===== config.mk =====
export PLATFORM = sky130hd
export DESIGN_NAME = csc_matrix_3x3
export DESIGN_NICKNAME = d
export VERILOG_FILES = /design/src/rtl/csc_matrix_3x3.sv
export SDC_FILE = /design/constraint.sdc
export NUM_CORES = 2
export LEC_CHECK = 0
export CAP_MARGIN = 0
export CELL_PAD_IN_SITES_DETAIL_PLACEMENT = 1
export CELL_PAD_IN_SITES_GLOBAL_PLACEMENT = 2
export CORE_ASPECT_RATIO = 0.7
export CORE_MARGIN = 2
export CORE_UTILIZATION = 42
export CTS_CLUSTER_DIAMETER = 150
export DETAILED_ROUTE_END_ITERATION = 8
export PLACE_DENSITY_LB_ADDON = 0.12
export RECOVER_POWER = 50
export SETUP_SLACK_MARGIN = 0.5
export SLEW_MARGIN = 10
export SYNTH_ARGS = -nofsm -noshare
export SYNTH_HDL_FRONTEND = slang
export SYNTH_SLANG_ARGS = --single-unit

===== constraint.sdc =====
create_clock -name clk -period 8.3 [get_ports clk]
set_clock_uncertainty 0.15 [all_clocks]
set_input_delay 1.66 -clock clk [delete_from_list [all_inputs] [get_ports clk]]
set_output_delay 1.66 -clock clk [all_outputs]
set_load 0.03 [all_outputs]

===== src/rtl/csc_matrix_3x3.sv =====
//------------------------------------------------------------------------------
// Module   : csc_matrix_3x3
// Purpose  : Programmable 3x3 colour-space converter with per-row offsets,
//            round-half-up and saturation. The coefficient bank is double
//            buffered. Shadow writes reach the active bank only at an input
//            vsync rising edge, so a frame is never converted with a mix of
//            two banks. Reset defaults give BT.601 full-range RGB->YCbCr.
// Ports    : clk, rst          - pixel clock, synchronous active-high reset
//            ce                - 1 = convert (3-cycle latency), 0 = bypass
//            in_data           - {c0, c2, c1}, c0 in the MSBs
//            in_hsync/vsync/de - input video timing
//            cfg_we/addr/data  - shadow bank write port (addr 0..8 M, 9..11 off)
//            cfg_commit        - request shadow->active at next vsync rise
//            cfg_pending       - a commit is waiting for its vsync rise
//            out_data          - {o0, o1, o2}, o0 in the MSBs
//            out_hsync/vsync/de- timing delayed to match out_data
// Revision : 1.0 - initial release
//------------------------------------------------------------------------------
`default_nettype none

module csc_matrix_3x3 #(
  parameter int DATA_W    = 8,
  parameter int COEF_W    = 18,
  parameter int COEF_FRAC = 16
) (
  input  logic                  clk,
  input  logic                  rst,
  input  logic                  ce,
  input  logic [3*DATA_W-1:0]   in_data,
  input  logic                  in_hsync,
  input  logic                  in_vsync,
  input  logic                  in_de,
  input  logic                  cfg_we,
  input  logic [3:0]            cfg_addr,
  input  logic [COEF_W-1:0]     cfg_data,
  input  logic                  cfg_commit,
  output logic                  cfg_pending,
  output logic [3*DATA_W-1:0]   out_data,
  output logic                  out_hsync,
  output logic                  out_vsync,
  output logic                  out_de
);

  localparam int PROD_W = COEF_W + DATA_W + 1;
  localparam int ACC_W  = COEF_W + DATA_W + 3;
  localparam int OFF_W  = DATA_W + 1;
  // Default constants are tabulated at 16 fractional bits; rescale to COEF_FRAC.
  localparam int UP_SH  = (COEF_FRAC >= 16) ? COEF_FRAC - 16 : 0;
  localparam int DN_SH  = (COEF_FRAC < 16) ? 16 - COEF_FRAC : 0;
  localparam logic [ACC_W-1:0] ROUND = {{(ACC_W-1){1'b0}}, 1'b1} << (COEF_FRAC - 1);

  // Round-to-nearest rescale: floor(v*2^UP/2^DN + 1/2) = (2v' + 2^DN) >>> (DN+1).
  function automatic logic signed [COEF_W-1:0] default_coef(input int idx);
    longint base;
    longint scaled;
    case (idx)
      0:       base = 19595;
      1:       base = 38470;
      2:       base = 7471;
      3:       base = -11059;
      4:       base = -21709;
      5:       base = 32768;
      6:       base = 32768;
      7:       base = -27439;
      default: base = -5329;
    endcase
    scaled = ((base <<< UP_SH) * 2 + (longint'(1) <<< DN_SH)) >>> (DN_SH + 1);
    return COEF_W'(scaled);
  endfunction

  function automatic logic signed [OFF_W-1:0] default_off(input int idx);
    logic signed [OFF_W-1:0] v;
    v = '0;
    if (idx != 0) v[DATA_W-1] = 1'b1;   // mid-scale for the chroma rows
    return v;
  endfunction

  // ---------------------------------------------------------------------------
  // Coefficient banks and commit control
  // ---------------------------------------------------------------------------
  logic signed [COEF_W-1:0] shadow_coef [9];
  logic signed [COEF_W-1:0] active_coef [9];
  logic signed [OFF_W-1:0]  shadow_off  [3];
  logic signed [OFF_W-1:0]  active_off  [3];

  logic [2:0] sync_d1, sync_d2, sync_d3;   // {vsync, hsync, de}
  logic       vsync_rise;
  logic       swap;
  logic [1:0] off_idx;

  // sync_d1[2] doubles as the previous in_vsync for edge detection.
  assign vsync_rise = in_vsync & ~sync_d1[2];
  assign swap       = vsync_rise & (cfg_pending | cfg_commit);
  assign off_idx    = 2'(cfg_addr - 4'd9);

  always_ff @(posedge clk) begin
    if (rst) begin
      for (int i = 0; i < 9; i++) begin
        shadow_coef[i] <= default_coef(i);
        active_coef[i] <= default_coef(i);
      end
      for (int i = 0; i < 3; i++) begin
        shadow_off[i] <= default_off(i);
        active_off[i] <= default_off(i);
      end
      cfg_pending <= 1'b0;
    end else begin
      // Active takes the pre-edge shadow, so a same-edge write is not copied.
      if (swap) begin
        active_coef <= shadow_coef;
        active_off  <= shadow_off;
        cfg_pending <= 1'b0;
      end else if (cfg_commit) begin
        cfg_pending <= 1'b1;
      end
      if (cfg_we) begin
        if (cfg_addr <= 4'd8) begin
          shadow_coef[cfg_addr] <= cfg_data;
        end else if (cfg_addr <= 4'd11) begin
          shadow_off[off_idx] <= cfg_data[OFF_W-1:0];
        end
      end
    end
  end

  // ---------------------------------------------------------------------------
  // Data path
  // ---------------------------------------------------------------------------
  logic [DATA_W-1:0]        comp    [3];
  logic signed [PROD_W-1:0] prod_c  [9];
  logic signed [PROD_W-1:0] prod    [9];
  logic signed [OFF_W-1:0]  off_s1  [3];
  logic signed [ACC_W-1:0]  sum_a_c [3];
  logic signed [ACC_W-1:0]  sum_b_c [3];
  logic signed [ACC_W-1:0]  sum_a   [3];
  logic signed [ACC_W-1:0]  sum_b   [3];
  logic signed [ACC_W-1:0]  total   [3];
  logic signed [ACC_W-1:0]  shifted [3];
  logic [DATA_W-1:0]        sat_c   [3];
  logic [DATA_W-1:0]        res     [3];

  // in_data carries R,B,G; comp[] is reordered to c0,c1,c2 to match M's columns.
  assign comp[0] = in_data[3*DATA_W-1 -: DATA_W];
  assign comp[1] = in_data[DATA_W-1:0];
  assign comp[2] = in_data[2*DATA_W-1 -: DATA_W];

  // S1 products: signed coefficient times zero-extended component.
  always_comb begin
    for (int n = 0; n < 9; n++) begin
      prod_c[n] = {{(PROD_W-COEF_W){active_coef[n][COEF_W-1]}}, active_coef[n]}
                * {{(PROD_W-DATA_W){1'b0}}, comp[n % 3]};
    end
  end

  // S2 partial sums; the offset is aligned to the coefficient binary point.
  always_comb begin
    for (int k = 0; k < 3; k++) begin
      sum_a_c[k] = {{(ACC_W-PROD_W){prod[3*k][PROD_W-1]}},   prod[3*k]}
                 + {{(ACC_W-PROD_W){prod[3*k+1][PROD_W-1]}}, prod[3*k+1]};
      sum_b_c[k] = {{(ACC_W-PROD_W){prod[3*k+2][PROD_W-1]}}, prod[3*k+2]}
                 + ({{(ACC_W-OFF_W){off_s1[k][OFF_W-1]}}, off_s1[k]} <<< COEF_FRAC);
    end
  end

  // S3 round half up, drop fraction, clamp to the unsigned component range.
  always_comb begin
    for (int k = 0; k < 3; k++) begin
      total[k]   = sum_a[k] + sum_b[k] + ROUND;
      shifted[k] = total[k] >>> COEF_FRAC;
      if (total[k][ACC_W-1]) begin
        sat_c[k] = '0;
      end else if (|shifted[k][ACC_W-1:DATA_W]) begin
        sat_c[k] = '1;
      end else begin
        sat_c[k] = shifted[k][DATA_W-1:0];
      end
    end
  end

  always_ff @(posedge clk) begin
    if (rst) begin
      for (int n = 0; n < 9; n++) prod[n] <= '0;
      for (int k = 0; k < 3; k++) begin
        off_s1[k] <= '0;
        sum_a[k]  <= '0;
        sum_b[k]  <= '0;
        res[k]    <= '0;
      end
      sync_d1 <= '0;
      sync_d2 <= '0;
      sync_d3 <= '0;
    end else begin
      for (int n = 0; n < 9; n++) prod[n] <= prod_c[n];
      // Offsets travel with their products so a row never mixes banks.
      for (int k = 0; k < 3; k++) begin
        off_s1[k] <= active_off[k];
        sum_a[k]  <= sum_a_c[k];
        sum_b[k]  <= sum_b_c[k];
        res[k]    <= sat_c[k];
      end
      sync_d1 <= {in_vsync, in_hsync, in_de};
      sync_d2 <= sync_d1;
      sync_d3 <= sync_d2;
    end
  end

  assign out_data  = ce ? {res[0], res[1], res[2]} : in_data;
  assign out_vsync = ce ? sync_d3[2] : in_vsync;
  assign out_hsync = ce ? sync_d3[1] : in_hsync;
  assign out_de    = ce ? sync_d3[0] : in_de;

endmodule

`default_nettype wire

==> key figures <==
STA
  – Fin crit share: 0.892
  – Setup total negative slack: 0 ps
  – Unrepaired setup endpoints after global routing: false
  – Endpoints failing hold: 0
  – Slew Limit Headroom: -1.42
  – Setup-failing EPs final: 0
  – Slew Limit Fails: 761
  – Slew @ Worst Pin: 3630 ps
  – PnR worst setup slack: 893 ps
  – Minimum hold slack: 287 ps
  – Fmax: 135 MHz
  – Minimum clock period: 7410 ps

Critical path
  – CP Class: in -> reg
  – RR Endpoint: prod[0][80]
  – CP Launch Point: in_data[8]
  – FF-to-FF Start: active_coef[112]
  – CP endpoint kind: flip-flop
  – Crit-path slowest cell: buf_2
  – Crit-path most repeated cell: fa_1
  – Reg2reg path depth: 20
  – Slowest stage delay, CP: 710 ps
  – Worst R2R Setup Slack: 2220 ps
  – Worst Setup EP: prod[0][242]
  – Critical path launch point type: input pin
  – Worst-path cell chain: buf_2 -> clkbuf_1 -> nand2_1 -> fa_1 -> inv_1 -> fa_1 -> fa_1 -> inv_1 -> fa_1 -> inv_1 -> ha_1 -> o21ai_0 -> a31oi_1 -> o21ai_0 -> a31oi_1 -> a221o_1 -> a41oi_1 -> a21oi_1 -> a31oi_1 -> xnor2_1 -> nor2_1
  – Crit path max fanout: 34
  – CP arrival: 7850 ps
  – CP Data Required Time: 8740 ps

Detailed routing
  – Total wire length: 240000 µm
  – Initial DRC Count: 3587
  – DRT antenna net count: 0
  – Wire per inst: 21.2 µm
  – Via Count: 58000
  – Residual DRC: 0
  – Detailed Routing Iterations Pass 1: 6
  – DR vias/cell: 5.13

Clock tree
  – TritonCTS Buffers: 95
  – CTS sink cnt: 850
  – CTS Hold Buffers Added: 0
  – # Post-CTS Setup Buffers: 0
  – H-tree depth: 3
  – CTS tree: built
  – Worst-path clk slew: 60 ps
  – Post-CTS sizing: 0
  – Clk Latency, worst-skew pair: 750 ps
  – Bufs on Longest Clock Path: 3
  – Clk root buf: clkbuf_16

Placement
  – Area after DPL: 84500 µm²
  – Routability cong.: 0.850
  – Port buffer count: 81
  – Cells after DPL: 11100
  – Post-placement setup slack: 335 ps
  – DP HPWL: 188000 µm

Finish
  – Storage element area: 20300 µm²
  – Final Instance Count excl. Fillers: 11300
  – Finished Cell Area: 87900 µm²
  – Multi-input logic area: 53900 µm²
  – # fillers: 21800
  – Share of layout cells above drive strength 1: 0.0467
  – Fin util: 0.460
  – Area Growth Syn to Fin: 8.41%
  – Layout Nets: 10500

Status
  – Status: finished, violations left
  – Failing checks: max-capacitance violations, max-slew violations

Power
  – Power Density: 354 nW/µm²
  – Power Total: 31.1 mW
  – Leakage: 42.6 nW
  – Peak VDD IR: 245 µV

Run
  – Max-Cap Viols: 13

Synth
  – Largest cells by area after synthesis: fa_1 25%, dfxtp_1 13%, edfxtp_1 12%
  – Syn Area/Cell: 9.27 µm²
  – Mapped Cells: 8738
  – Yosys reg bits: 850
  – Synth area leader: fa_1
  – Number of synthesized flops with an enable pin: 324
  – Syn nets: 10600
  – Most frequent cell after synthesis: inv_1
  – Ys flop type: dfxtp_1
  – Mapped cell area: 81000 µm²
  – Post-synth ARST share: 0
  – Post-synthesis sequential area ratio: 0.250
  – Yosys warning total: 0
  – Count of cell types in the netlist: 79
  – Top cell type's share of synthesized area: 0.255
  – Synth top cells by count: 1538 x inv_1, 1080 x nand2_1, 1032 x fa_1

Global routing
  – Largest net degree at the start of global routing: 126
  – Total Routing Usage GR: 0.249
  – Vias in the first global route: 62800
  – GR Overflow Total: 0
  – First-pass GRT wire length: 377000 µm
  – Initial antenna violation count: 20

Floorplan
  – Core Rows: 134
  – Die Width: 529 µm
  – Initial Util: 0.424
  – Die Span Y: 372 µm
  – Core Region: 191000 µm²
  – IO Pins: 82
  – DIE AREA: 197000 µm²

Hold path
  – Worst min path class: reg -> reg
==> cells by family (layout without fill, tap and decap cells) <==
family,Yosys count,after routing,synth area share
AO/OA/AOI/OAI,926,926,0.0709
buffers and inverters,1839,1885,0.0852
flip-flops,850,850,0.250
other,0,6,0
XOR/XNOR,314,314,0.0339
adder cells (fa/ha/maj),1791,1791,0.372
AND/OR/NAND/NOR,2963,2963,0.180
multiplexers,55,55,0.00729
==> layer usage <==
metal / wire length, µm / GRT usage / up-vias
met5: 0 / 0 / -
met4: 4700 / 0.0492 / 0
met3: 10700 / 0.0296 / 196
met2: 101000 / 0.375 / 942
met1: 124000 / 0.384 / 29700
li1: - / - / 27200
==> where the power goes <==
part	internal [mW]	switching [mW]	total, mW
clock	2.64	1.99	4.63
combinational	8.10	12.5	20.5
sequential	5.31	0.567	5.88
==> worst max-delay path: cells and delay by family <==
family | cells | cell delay, ps
adders and majority gates | 5 | 2390
AOI/OAI and AO/OA | 8 | 2050
buffers and inverters | 5 | 1330
and+or+nand+nor | 2 | 240
xor gates and xnor gates | 1 | 140
==> placed cells by master (no fill, tap or decap), drive strengths merged, types with 11 or more instances in the layout <==
cell	count
nand4	20
nor3	66
or3	26
nand3	113
inv	1547
o31ai	11
o21bai	38
xnor2	179
ha	759
a31oi	32
o21a	43
dfxtp	526
buf	106
o211ai	15
clkinv	35
nand2b	53
clkbuf	136
nor2	417
and3	33
mux2i	26
mux2	29
nor2b	284
o21ai	166
a21oi	375
fa	1032
nor4	12
or2	79
edfxtp	324
clkdlybuf4s50	44
a21o	119
and2	747
a211oi	30
nand2	1080
xor2	135
a41oi	11
==> worst min path at each step <==
stage / start / end / slack [ps] / cells after the start
4_1_cts: prod[0][150] / sum_b[0][44] / 290 / 1
3_5_place_dp: prod[0][150] / sum_b[0][44] / 280 / 1
6_report: prod[0][150] / sum_b[0][44] / 290 / 1
2_1_floorplan: prod[0][54] / sum_b[0][0] / 260 / 1
5_1_grt: sync_d1[0] / sync_d2[0] / 310 / 1
3_3_place_gp: sync_d1[1] / sync_d2[1] / 270 / 1
==> layout make-up <==
| class | instances | share of cell area |
|---|---|---|
| Tap cell | 2516 | 0.0358 |
| Multi-Input combinational cell | 6049 | 0.614 |
| Sequential cell | 850 | 0.231 |
| Inverter | 1539 | 0.0658 |
| Antenna cell | 6 | 0.000171 |
| Clock inverter | 57 | 0.00783 |
| Timing Repair Buffer | 167 | 0.0153 |
| Clock buffer | 122 | 0.0306 |
==> sequential cells by signal, indices dropped and copies added, names as in the netlist <==
signal and count:
sync_d2 3, prod 243, cfg_pending 1, sum_b 84, active_coef 162, shadow_coef 162
sync_d3 3, sum_a 84, shadow_off 27, active_off 27, off_s1 27, res 24
sync_d1 3
Note: power is estimated with default switching activity, not from simulation.
